`config.mk`:
```
export PLATFORM = sky130hd
export DESIGN_NAME = btn_input_ctrl
export DESIGN_NICKNAME = d
export VERILOG_FILES = /design/src/rtl/btn_pkg.sv /design/src/rtl/btn_fsm.sv /design/src/rtl/btn_input_ctrl.sv
export SDC_FILE = /design/constraint.sdc
export NUM_CORES = 1
export LEC_CHECK = 0
export BUFFER_PORTS_ARGS = -buffer_cell sky130_fd_sc_hd__buf_2
export CORE_MARGIN = 2
export CORE_UTILIZATION = 53
export CTS_CLUSTER_DIAMETER = 30
export DETAILED_ROUTE_END_ITERATION = 12
export HOLD_SLACK_MARGIN = 0.08
export PLACE_DENSITY = 0.7
export SYNTH_ARGS = -nofsm -noshare
export SYNTH_HDL_FRONTEND = slang
export SYNTH_SLANG_ARGS = --single-unit
```
`constraint.sdc`:
```
create_clock -name clk -period 3.45 [get_ports clk]
set_clock_uncertainty 0.1 [all_clocks]
set_input_delay 0.345 -clock clk [delete_from_list [all_inputs] [get_ports clk]]
set_output_delay 0.345 -clock clk [all_outputs]
set_load 0.02 [all_outputs]
```
`src/rtl/btn_pkg.sv`:
```
// Shared types and sizing helpers for the button input controller.
package btn_pkg;

    typedef enum logic [1:0] {IDLE, PRESS_WAIT, HELD, RELEASE_WAIT} btn_state_t;

    // Counter width sized from the largest count it must hold, with a spare bit for saturation.
    function automatic int cnt_width(input int a, input int b, input int c);
        int m;
        m = a;
        if (b > m) m = b;
        if (c > m) m = c;
        return $clog2(m) + 1;
    endfunction

endpackage

```
`src/rtl/btn_fsm.sv`:
```
// Per-button debounce FSM with press/release pulses and auto-repeat; acts only on sample ticks.
module btn_fsm
    import btn_pkg::*;
#(
    parameter int STABLE_TICKS = 10,
    parameter int REPEAT_DELAY = 300,
    parameter int REPEAT_RATE  = 50
) (
    input  logic clk,
    input  logic rst_n,
    input  logic tick,
    input  logic sync,
    output logic level,
    output logic press,
    output logic rel,
    output logic rep
);

    localparam int CW = cnt_width(STABLE_TICKS, REPEAT_DELAY, REPEAT_RATE);
    localparam logic [CW-1:0] ST  = CW'(STABLE_TICKS);
    localparam logic [CW-1:0] RD  = CW'(REPEAT_DELAY);
    localparam logic [CW-1:0] RLD = CW'(REPEAT_DELAY - REPEAT_RATE);

    btn_state_t    state;
    logic [CW-1:0] cnt, rpt;
    logic [CW-1:0] cnt_inc, rpt_inc;

    assign cnt_inc = (cnt == '1) ? cnt : cnt + CW'(1);
    assign rpt_inc = (rpt == '1) ? rpt : rpt + CW'(1);

    always_ff @(posedge clk or negedge rst_n) begin
        if (!rst_n) begin
            state <= IDLE;
            cnt   <= '0;
            rpt   <= '0;
            level <= 1'b0;
            press <= 1'b0;
            rel   <= 1'b0;
            rep   <= 1'b0;
        end else begin
            press <= 1'b0;
            rel   <= 1'b0;
            rep   <= 1'b0;
            if (tick) begin
                case (state)
                    IDLE: if (sync) begin
                        if (STABLE_TICKS <= 1) begin
                            state <= HELD;
                            level <= 1'b1;
                            press <= 1'b1;
                            cnt   <= '0;
                            rpt   <= '0;
                        end else begin
                            state <= PRESS_WAIT;
                            cnt   <= CW'(1);
                        end
                    end
                    PRESS_WAIT: begin
                        if (!sync) begin
                            state <= IDLE;
                            cnt   <= '0;
                        end else if (cnt_inc >= ST) begin
                            state <= HELD;
                            level <= 1'b1;
                            press <= 1'b1;
                            cnt   <= '0;
                            rpt   <= '0;
                        end else begin
                            cnt <= cnt_inc;
                        end
                    end
                    HELD, RELEASE_WAIT: begin
                        if (!sync && ((state == HELD && STABLE_TICKS <= 1) ||
                                      (state == RELEASE_WAIT && cnt_inc >= ST))) begin
                            state <= IDLE;
                            level <= 1'b0;
                            rel   <= 1'b1;
                            cnt   <= '0;
                            rpt   <= '0;
                        end else begin
                            // Repeat cadence keeps running through a short release glitch.
                            if (rpt_inc >= RD) begin
                                rep <= 1'b1;
                                rpt <= RLD;
                            end else begin
                                rpt <= rpt_inc;
                            end
                            if (state == HELD && !sync) begin
                                state <= RELEASE_WAIT;
                                cnt   <= CW'(1);
                            end else if (state == RELEASE_WAIT && sync) begin
                                state <= HELD;
                                cnt   <= '0;
                            end else if (state == RELEASE_WAIT) begin
                                cnt <= cnt_inc;
                            end
                        end
                    end
                    default: state <= IDLE;
                endcase
            end
        end
    end

endmodule

```
`src/rtl/btn_input_ctrl.sv`:
```
// Button input controller: 3-flop synchronizers, shared tick prescaler, one debounce FSM per button.
module btn_input_ctrl
    import btn_pkg::*;
#(
    parameter int NUM_BTN      = 4,
    parameter int TICK_DIV     = 100000,
    parameter int STABLE_TICKS = 10,
    parameter int REPEAT_DELAY = 300,
    parameter int REPEAT_RATE  = 50
) (
    input  logic               clk,
    input  logic               rst_n,
    input  logic [NUM_BTN-1:0] btn_raw,
    output logic [NUM_BTN-1:0] btn_level,
    output logic [NUM_BTN-1:0] btn_press,
    output logic [NUM_BTN-1:0] btn_release,
    output logic [NUM_BTN-1:0] btn_repeat
);

    localparam int PW = $clog2(TICK_DIV);

    logic [PW-1:0]               pre;
    logic                        tick;
    logic [2:0][NUM_BTN-1:0]     sync_q;

    assign tick = (pre == PW'(TICK_DIV - 1));

    always_ff @(posedge clk or negedge rst_n) begin
        if (!rst_n) begin
            pre    <= '0;
            sync_q <= '0;
        end else begin
            pre    <= tick ? '0 : pre + PW'(1);
            sync_q <= {sync_q[1:0], btn_raw};
        end
    end

    for (genvar g = 0; g < NUM_BTN; g++) begin : g_btn
        btn_fsm #(
            .STABLE_TICKS(STABLE_TICKS),
            .REPEAT_DELAY(REPEAT_DELAY),
            .REPEAT_RATE (REPEAT_RATE)
        ) u_fsm (
            .clk  (clk),
            .rst_n(rst_n),
            .tick (tick),
            .sync (sync_q[2][g]),
            .level(btn_level[g]),
            .press(btn_press[g]),
            .rel  (btn_release[g]),
            .rep  (btn_repeat[g])
        );
    end

endmodule

```
Word level (Yosys, flattened, before mapping). Index checks and enable logic that the tools add are counted.

Reduce and logical (&&, ||, !) cells: 48. Equality and inequality tests: 49. Add/sub/neg operators: 9. Mux-type cells: 149. Order comparisons: 8.

Operators with widths (count): two-way mux 10 bit (52); case mux 10 bit (3 select lines) (4); adder 10 x 1 -> 10 bit (second input constant) (8); equality test 10 bit (second input constant) (8); case mux 10 bit (2 select lines) (4); two-way mux 1 bit (56); two-way mux 2 bit (24); greater-or-equal comparator 10 x 4 -> 1 bit (second input constant) (4); greater-or-equal comparator 10 x 9 -> 1 bit (second input constant) (4); AND reduction 4 bit (8); case mux 2 bit (3 select lines) (4); inequality test 5 x 1 -> 1 bit (second input constant) (4); AND reduction 5 bit (4); adder 17 x 1 -> 17 bit (second input constant) (1); equality test 17 bit (second input constant) (1); two-way mux 17 bit (1); equality test 2 bit (second input constant) (8); logical AND 1 bit (16); inequality test 2 x 1 -> 1 bit (second input constant) (8); inequality test 2 bit (second input constant) (8); inequality test 4 x 1 -> 1 bit (second input constant) (4); inequality test 3 x 2 -> 1 bit (second input constant) (4); AND reduction 3 bit (4); equality test 2 x 1 -> 1 bit (second input constant) (4); other kinds (5) (20).

Output and inout port bits: 16. Word-level logic and storage cells: 295. Flip-flop bits (word level): 133. Input bits: 6.

Longest topological paths before layout. Gate-level depths: netlist (run 1).

Word-level depth: 8. Gate-level depth with buffers: 10. Mapped depth without buffers: 8.

Cells and area by module. A second synthesis (run 1) with hierarchy kept.

Cell total of the unflattened synthesis: 767. Area total of the unflattened synthesis: 7397.1 um2.

Modules (own cells, without submodules): btn_fsm (g_btn[0].u_fsm ...) (times used 3, seq. area each 650.6 um2, cells each 165, area an instance 1521.5 um2); btn_fsm (g_btn[3].u_fsm) (times used 1, seq. area each 650.6 um2, cells each 186, area an instance 1739.2 um2); btn_input_ctrl (times used 1, seq. area each 725.7 um2, cells each 86, area an instance 1093.5 um2).

Least setup slack after synthesis (run 1). No wires, ideal clock.

Path kind: register -> register. From: register g_btn[0].u_fsm.cnt[0]. To: register g_btn[0].u_fsm.rpt[6]. Library setup time: 88 ps. Setup slack: 857 ps. Stages on the path, launching flop included: 11. Required time: 3262 ps. Arrival time: 2405 ps. Clock period less this slack: 2593 ps. Path buffers: 2. Cell sequence: dfrtp_1 > ha_1 > clkbuf_1 > nand3_1 > xor2_1 > nand2b_1 > or4_1 > clkbuf_1 > o31ai_2 > o21ai_0 > a22oi_1.

Word-level cells in the longest chain between the ends: 7.

RTL lines: start, declared (line btn_fsm.sv:25) `logic [CW-1:0] cnt, rpt;`; start signal, assigned (line btn_fsm.sv:69) `cnt <= cnt_inc;`; start signal, assigned (line btn_fsm.sv:95) `cnt <= cnt_inc;`; adder 10 x 1 -> 10 bit or equality test 10 bit (tied branches) (line btn_fsm.sv:28) `assign cnt_inc = (cnt == '1) ? cnt : cnt + CW'(1);`; two-way mux 10 bit (*) (line btn_fsm.sv:28); greater-or-equal comparator 10 x 4 -> 1 bit (*) (line btn_fsm.sv:62, btn_fsm.sv:74); logical AND 1 bit (line btn_fsm.sv:74) `(state == RELEASE_WAIT && cnt_inc >= ST))) begin`; logical AND 1 bit (line btn_fsm.sv:73) `if (!sync && ((state == HELD && STABLE_TICKS <= 1) ||`; two-way mux 10 bit (line btn_fsm.sv:73); case mux 10 bit (2 select lines) (line btn_fsm.sv:45) `case (state)`; end signal, assigned (line btn_fsm.sv:86) `rpt <= rpt_inc;`; end, declared (line btn_fsm.sv:25).

Mark *: on every way between the ends. The rest lies on a longest branch, timed or not. A chain may end at the register's enable or synchronous reset.

Worst setup path after layout (run 1).
From: register g_btn[0].u_fsm.rpt[0]. To: register g_btn[0].u_fsm.rpt[6].

Word-level cells in the longest chain between the ends: 6.

RTL lines: adder 10 x 1 -> 10 bit or equality test 10 bit (tied branches) (line btn_fsm.sv:29) `assign rpt_inc = (rpt == '1) ? rpt : rpt + CW'(1);`; two-way mux 10 bit (*) (line btn_fsm.sv:29); greater-or-equal comparator 10 x 9 -> 1 bit (line btn_fsm.sv:82) `if (rpt_inc >= RD) begin`; two-way mux 10 bit (*) (line btn_fsm.sv:82); two-way mux 10 bit (*) (line btn_fsm.sv:73); case mux 10 bit (2 select lines) (*) (line btn_fsm.sv:45).

Marks and branches as above.

==> impl_results.md, run 1 <==
* Vias/cell at 6.08
* Post-DP HPWL at 10600 um
* Hold Crit Class: reg2reg
* CP arrival at 3.25 ns
* Overflow after GRT at 0
* Max Cap Viol at 0
* Switching part of the total at about 20%
* Crit path cell chain: ha_1 -> nand2_1 -> o31ai_1 -> o21ai_0 -> a2111oi_0 -> nand2b_1 -> o21ai_0 -> a22oi_1
* Crit-path max cell delay at 0.54 ns
* Highest Clock Rate at 332 MHz
* Largest net degree at the start of global routing at 84
* Top post-synthesis cells by area: dfrtp_1 (45%), nand2_1 (3.8%), a21oi_1 (2.8%), nand3_1 (2.8%), nor2_1 (2.6%)
* Worst-path clk slew at 0.06 ns
* Synth top area share at 44.8%
* Sequential Power Share at 42.6%
* Clock root buffer: clkbuf_16
* Max IR drop VDD at 0.317 mV
* Most used cell along the critical path: o21ai_0
* GR peak layer: met2
* Worst setup path class: reg2reg
* Initial Util at roughly 54%
* Htree depth at 4
* DRC violations left at 0
* Share of synthesized registers carrying an async set or reset at between 90% and 100%
* Cts repair resizes at 0
* Antenna fix cells at 0
* Final Max Tran Viols at 0
* GR Util met2 at 35.2%
* Max transition margin at 27.7%
* Crit end category: flop
* Slowest stage cell, crit path: o31ai_1
* Share of layout cells above drive strength 1 at 11.4%
* Unrepaired setup endpoints after global routing: false
* Clock network latency to the later pin of the worst-skew pair at 0.42 ns
* Mapped Area at 7430 sq um
* DRT antenna net count at 0
* Longest Clk Path Bufs at 2
* First-pass GRT wire length at 26700 um
* Setup TNS at 0 ns
* Tightest Pin Transition at 1.07 ns
* DP Area at 7640 sq um
* Routed Wire Length at 15500 um
* CP delay by family, top: compound AO/OA/AOI/OAI gates
* First drt pass iteration count at 6
* Setup bufs post-CTS at 0
* Global-route usage over all layers at 22.0%
* Status: finished, final reports clean
* Startpoint types: flop
* Die H at 122 um
* Cells after Synth at 806
* Sequential share of the synthesized area at between 40% and 50%
* Synth warn at 0
* Main flop type after synthesis: dfrtp_1
* GP Congestion at around 0.95
* Clock sink total at ~130
* Num rows at 43
* Antenna violations before repair at 0
* Crit Path Max Fanout at 7
* Routing usage on met1 at 29.6%
* Req. time, crit path at 3.68 ns
* Crit share post-route at 87.4%
* Number of global-route vias before repair at 5737
* WP buf/inv at 0
* Hold WS at 0.246 ns
* Avg Cell Area, Syn at ~9.2 sq um
* Core ar. at 13800 sq um
* Yosys cell types at 81
* Die ar. at 15000 sq um
* Synth Register Bits at 133
* Pint at 2970 uW
* CTS buffer count at 17
* Routed vias at 6128
* Worst reg-to-reg setup slack at 0.43 ns
* Die X at 122 um
* Cell accounting for the most synthesized area: dfrtp_1
* Design Area, Final at 8370 sq um
* Drt initial violations at around 630
* Fin crit period at 3.02 ns
* Grt met3 use at under 10%
* IO buf count at 21
* Synthesized net count at 821
* Layout filler cell count at 1171
* Gate power share at between 1 and 1.5%
* Syn-to-layout area delta at 12.6%
* Num ports at 22
* Hold buffer count at CTS at 5
* CTS tree: yes
* Final hold vios at 0
* Fin nets at 831
* Routed len/inst at 15.4 um
* PwrDens at ~440 nW/um^2
* Clock share of power at 56.0%
* Final setup viols at 0
* Net Switching at 724 uW
* Leak at 0.00365 uW
* Number of synthesized flops with an enable pin at 0
-- cells in the final DEF, fill, tap and decap left out, types with 9 or more instances in the layout --
cell type,instances
dfrtp_1,133
nand2_1,76
nor2_1,52
nand3_1,41
a21oi_1,41
o21ai_0,37
inv_1,32
a31oi_1,25
nor3_1,23
nor2b_1,23
nand4_1,20
buf_2,20
and3_1,18
clkbuf_16,17
xor2_1,14
or3_1,14
o31ai_1,13
buf_4,13
xnor2_1,12
and2_1,12
a211oi_1,11
a21o_1,11
o22ai_1,9
ha_1,9
-- cells in the mapped netlist, types with 14 or more instances --
library cell	instances
nand2_1	76
dfrtp_1	133
nand4_1	20
xor2_1	14
or3_1	14
nor2_1	52
nand3_1	41
and3_1	18
inv_1	32
nor2b_1	23
a31oi_1	25
a21oi_1	41
buf_4	17
nor3_1	23
clkbuf_1	26
o21ai_0	37
-- metal layers --
metal  share of wire, %  up-vias  routed length (um)
li1                   -     2974                   -
met1                 46     2958                7170
met2                 48      176                7480
met3                4.2       20                 646
met4                1.4        0                 214
met5                  0        -                   0
-- worst reg2reg max path, delay by kind of cell (launching register included) --
kind                       cells  cell delay, ns
and+or+nand+nor                2            0.54
adders and majority gates      1            0.26
DFF                            1            0.43
AOI/OAI and AO/OA              5            1.61
-- path summary, 6_finish.rpt --
path	start	to	cells after the start
worst min-delay path	sync_q[3]	sync_q[7]	0
worst max-delay path	g_btn[0].u_fsm.rpt[0]	g_btn[0].u_fsm.rpt[6]	8
worst min register to register	sync_q[3]	sync_q[7]	0
worst max register to register	g_btn[0].u_fsm.rpt[0]	g_btn[0].u_fsm.rpt[6]	8
min in group asynchronous	rst_n	g_btn[3].u_fsm.rpt[7]	2
max in group asynchronous	rst_n	g_btn[2].u_fsm.cnt[5]	3
-- metrics by stage --
stage,total power (uW),util (%),setup slack (ns),std cells
floorplan,1610,-,0.857,806
global placement,1650,55.5,0.746,972
detailed placement,1650,55.5,0.605,972
CTS,3730,60.8,0.517,1008
global route,3820,60.8,0.198,1008
finish,3690,60.8,0.434,1008
-- logic make-up after synthesis --
group | synth area share [%]
multiplexers | 1.25
flip-flops | 44.8
XOR/XNOR | 3.06
AO/OA/AOI/OAI | 21.7
AND/OR/NAND/NOR | 22.6
adder cells (fa/ha/maj) | 1.51
buffers and inverters | 5.03
-- area by class of cell --
class	count	area (sq um)	area share, %
clock buffers	19	453	5.41
clock inverters	12	225	2.69
repair buffers	40	279	3.33
inverters	32	120	1.43
well taps	180	225	2.69
flip-flops and latches	133	3330	39.8
multi-input cells	592	3740	44.7
-- registers in the layout, indices dropped and copies added, names as in the netlist --
signal	count
g_btn.u_fsm.rel	4
g_btn.u_fsm.cnt	40
g_btn.u_fsm.press	4
g_btn.u_fsm.rpt	40
g_btn.u_fsm.rep	4
pre	17
g_btn.u_fsm.level	4
g_btn.u_fsm.state	8
sync_q	12
-- power groups by stage --
stage	clock (uW)	sequential [uW]	combinational [uW]
2_1_floorplan	0	1600	9.85
3_5_place_dp	0	1600	48.2
3_3_place_gp	0	1600	46.5
5_1_grt	2190	1570	58.6
4_1_cts	2100	1570	52.6
6_report	2070	1570	49.5
Note: power is estimated with default switching activity, not from simulation.
==> run 2: changes to the inputs <==
--- a/config.mk
+++ b/config.mk
@@ -8,8 +8,10 @@
 export BUFFER_PORTS_ARGS = -buffer_cell sky130_fd_sc_hd__buf_2
 export CORE_MARGIN = 2
 export CORE_UTILIZATION = 53
+export CTS_BUF_LIST = sky130_fd_sc_hd__clkbuf_2 sky130_fd_sc_hd__clkbuf_4 sky130_fd_sc_hd__clkbuf_8
 export CTS_CLUSTER_DIAMETER = 30
 export DETAILED_ROUTE_END_ITERATION = 12
+export GPL_TIMING_DRIVEN = 0
 export HOLD_SLACK_MARGIN = 0.08
 export PLACE_DENSITY = 0.7
 export SYNTH_ARGS = -nofsm -noshare
==> run 2 against run 1 <==
Effect of this change: setup slack better by 0.0064 ns; critical path depth grew 2; via count grew 1.2%; power down 17%; register-to-register slack barely moved; global-route usage down 0.18 points; clock-buffer cell count grew 3; non-clock buffer count up 36; combinational power rose by 7.1%; sequential share of layout area up 0.37 points; sequential power about the same; critical path type unchanged.
==> impl_results.md, run 2 (synthesis gave the netlist of run 1 again) <==
* Clock network latency to the later pin of the worst-skew pair at 0.44 ns
* Largest regs: g_btn.u_fsm.cnt: 40 flops, g_btn.u_fsm.rpt: 40 flops, pre: 17 flops
* Commonest non-fill, non-tap cell in the layout: dfrtp_1
* Htree depth at 4
* Worst reg-to-reg setup slack at between 0.4 and 0.5 ns
* Hold buffer count at CTS at 5
* Setup TNS at 0 ns
* Worst setup path class: reg2reg
* First-pass GRT wire length at 26200 um
* CP arrival at 3.26 ns
* Antenna violations before repair at 0
* Core ar. at 13800 sq um
* Hold Crit Class: reg2reg
* Routed Wire Length at 15600 um
* Req. time, crit path at 3.70 ns
* Final setup viols at 0
* Clock sink total at 133
* Syn-to-layout area delta at 11.6%
* GP Congestion at 0.911
* Layout filler cell count at 1213
* Num ports at 22
* CTS tree: yes
* Worst-path clk slew at 0.08 ns
* Max Cap Viol at 0
* Global-route usage over all layers at 21.8%
* Max transition margin at 42.9%
* Largest net degree at the start of global routing at 91
* Post-DP HPWL at ~11000 um
* Die H at 122 um
* Fin crit period at between 3 and 4 ns
* RR Startpoint: g_btn[0].u_fsm.cnt[0]
* DRT antenna net count at 0
* Initial Util at a little over half
* Max IR drop VDD at about 0.42 mV
* Leak at 0.00364 uW
* DRC violations left at 0
* Status: finished, final reports clean
* Cts repair resizes at 0
* Startpoint types: flop
* Share of layout cells above drive strength 1 at 12.0%
* Tightest Pin Transition at 0.856 ns
* Final Max Tran Viols at 0
* Number of global-route vias before repair at 5673
* Die ar. at 15000 sq um
* Most frequent cells in the layout: dfrtp_1 (133), nand2_1 (76), nor2_1 (52), nand3_1 (41), a21oi_1 (41)
* Worst R2R End: g_btn[0].u_fsm.rpt[6]
* Routed len/inst at 14.9 um
* Final hold vios at 0
* Setup bufs post-CTS at 0
* IO buf count at 21
* Num rows at 43
* Drt initial violations at about 560
* Overflow after GRT at 0
* Worst Hold Path EP: sync_q[6]
* Util after Layout at between 60 and 70%
* Hold_sp: sync_q[2]
* Worst-case reg-to-reg path depth at 10
* Pre-CTS WS at approximately 0.48 ns
* Fin nets at ~870
* Antenna fix cells at 0
* Die X at between 100 and 150 um
* Crit end category: flop
* Vias/cell at 5.93
* First drt pass iteration count at 5
* Hold path depth at 0
* Routed vias at 6202
* Clock root buffer: clkbuf_8
* Unrepaired setup endpoints after global routing: false
* Longest Clk Path Bufs at 2
* CTS buffer count at 17
* Fin worst setup slack at about 0.44 ns
* Highest Clock Rate at 332 MHz
* Crit Path Max Fanout at 10
* PwrDens at 371 nW/um^2
* Crit share post-route at 87.2%
-- run 2: worst max path at each step --
stage                                      from               endpoint  slack [ns]  depth (start not counted)
after floorplan           g_btn[0].u_fsm.cnt[0]  g_btn[0].u_fsm.rpt[6]        0.86                         10
after global placement                    rst_n  g_btn[1].u_fsm.rpt[3]        0.14                          1
after detailed placement  g_btn[0].u_fsm.cnt[0]  g_btn[0].u_fsm.rpt[6]        0.48                         10
after CTS                 g_btn[0].u_fsm.cnt[0]  g_btn[0].u_fsm.rpt[6]        0.43                         10
after global routing      g_btn[0].u_fsm.cnt[0]  g_btn[0].u_fsm.rpt[5]        0.19                          9
final                     g_btn[0].u_fsm.cnt[0]  g_btn[0].u_fsm.rpt[6]        0.44                         10
-- run 2: critical path, stage by stage, from the launching register on --
cell      delay, ns
dfrtp_1        0.43
ha_1           0.17
clkbuf_1       0.34
nand3_1        0.14
xor2_1         0.15
nand2b_1       0.06
or4_1          0.51
clkbuf_1       0.17
o31ai_2        0.47
o21ai_0        0.17
a22oi_1        0.21
-- run 2: final cells by class --
type | count | area (sq um) | area share, %
Sequential cell | 133 | 3330 | 40.1
Buffer | 49 | 254 | 3.06
Timing Repair Buffer | 27 | 189 | 2.28
Clock inverter | 10 | 150 | 1.81
Tap cell | 180 | 225 | 2.71
Inverter | 32 | 120 | 1.45
Multi-Input combinational cell | 592 | 3730 | 45.0
Clock buffer | 22 | 297 | 3.57
-- run 2: metal layers --
layer | global-route usage, % | part of all wire (%) | vias to the layer above
met5 | 0 | 0 | -
met4 | 6.90 | 1.3 | 0
met3 | 5.07 | 3.8 | 22
met2 | 34.4 | 46 | 134
met1 | 30.0 | 49 | 2983
li1 | - | - | 3063
-- run 2: through the flow --
stage / power, uW / std cells / hold slack (ns) / area (sq um)
finish: 3080 / 1045 / 0.248 / 8300
global route: 3210 / 1045 / 0.262 / 8300
CTS: 3120 / 1045 / 0.251 / 8300
detailed placement: 1650 / 1008 / 0.195 / 7800
global placement: 1640 / 1007 / 0.232 / 7760
floorplan: 1610 / 806 / -0.0506 / 7430
-- run 2: power by group --
part           internal [uW]  switching (uW)
Combinational           12.6            40.4
Sequential              1570            3.62
Clock                    865             591
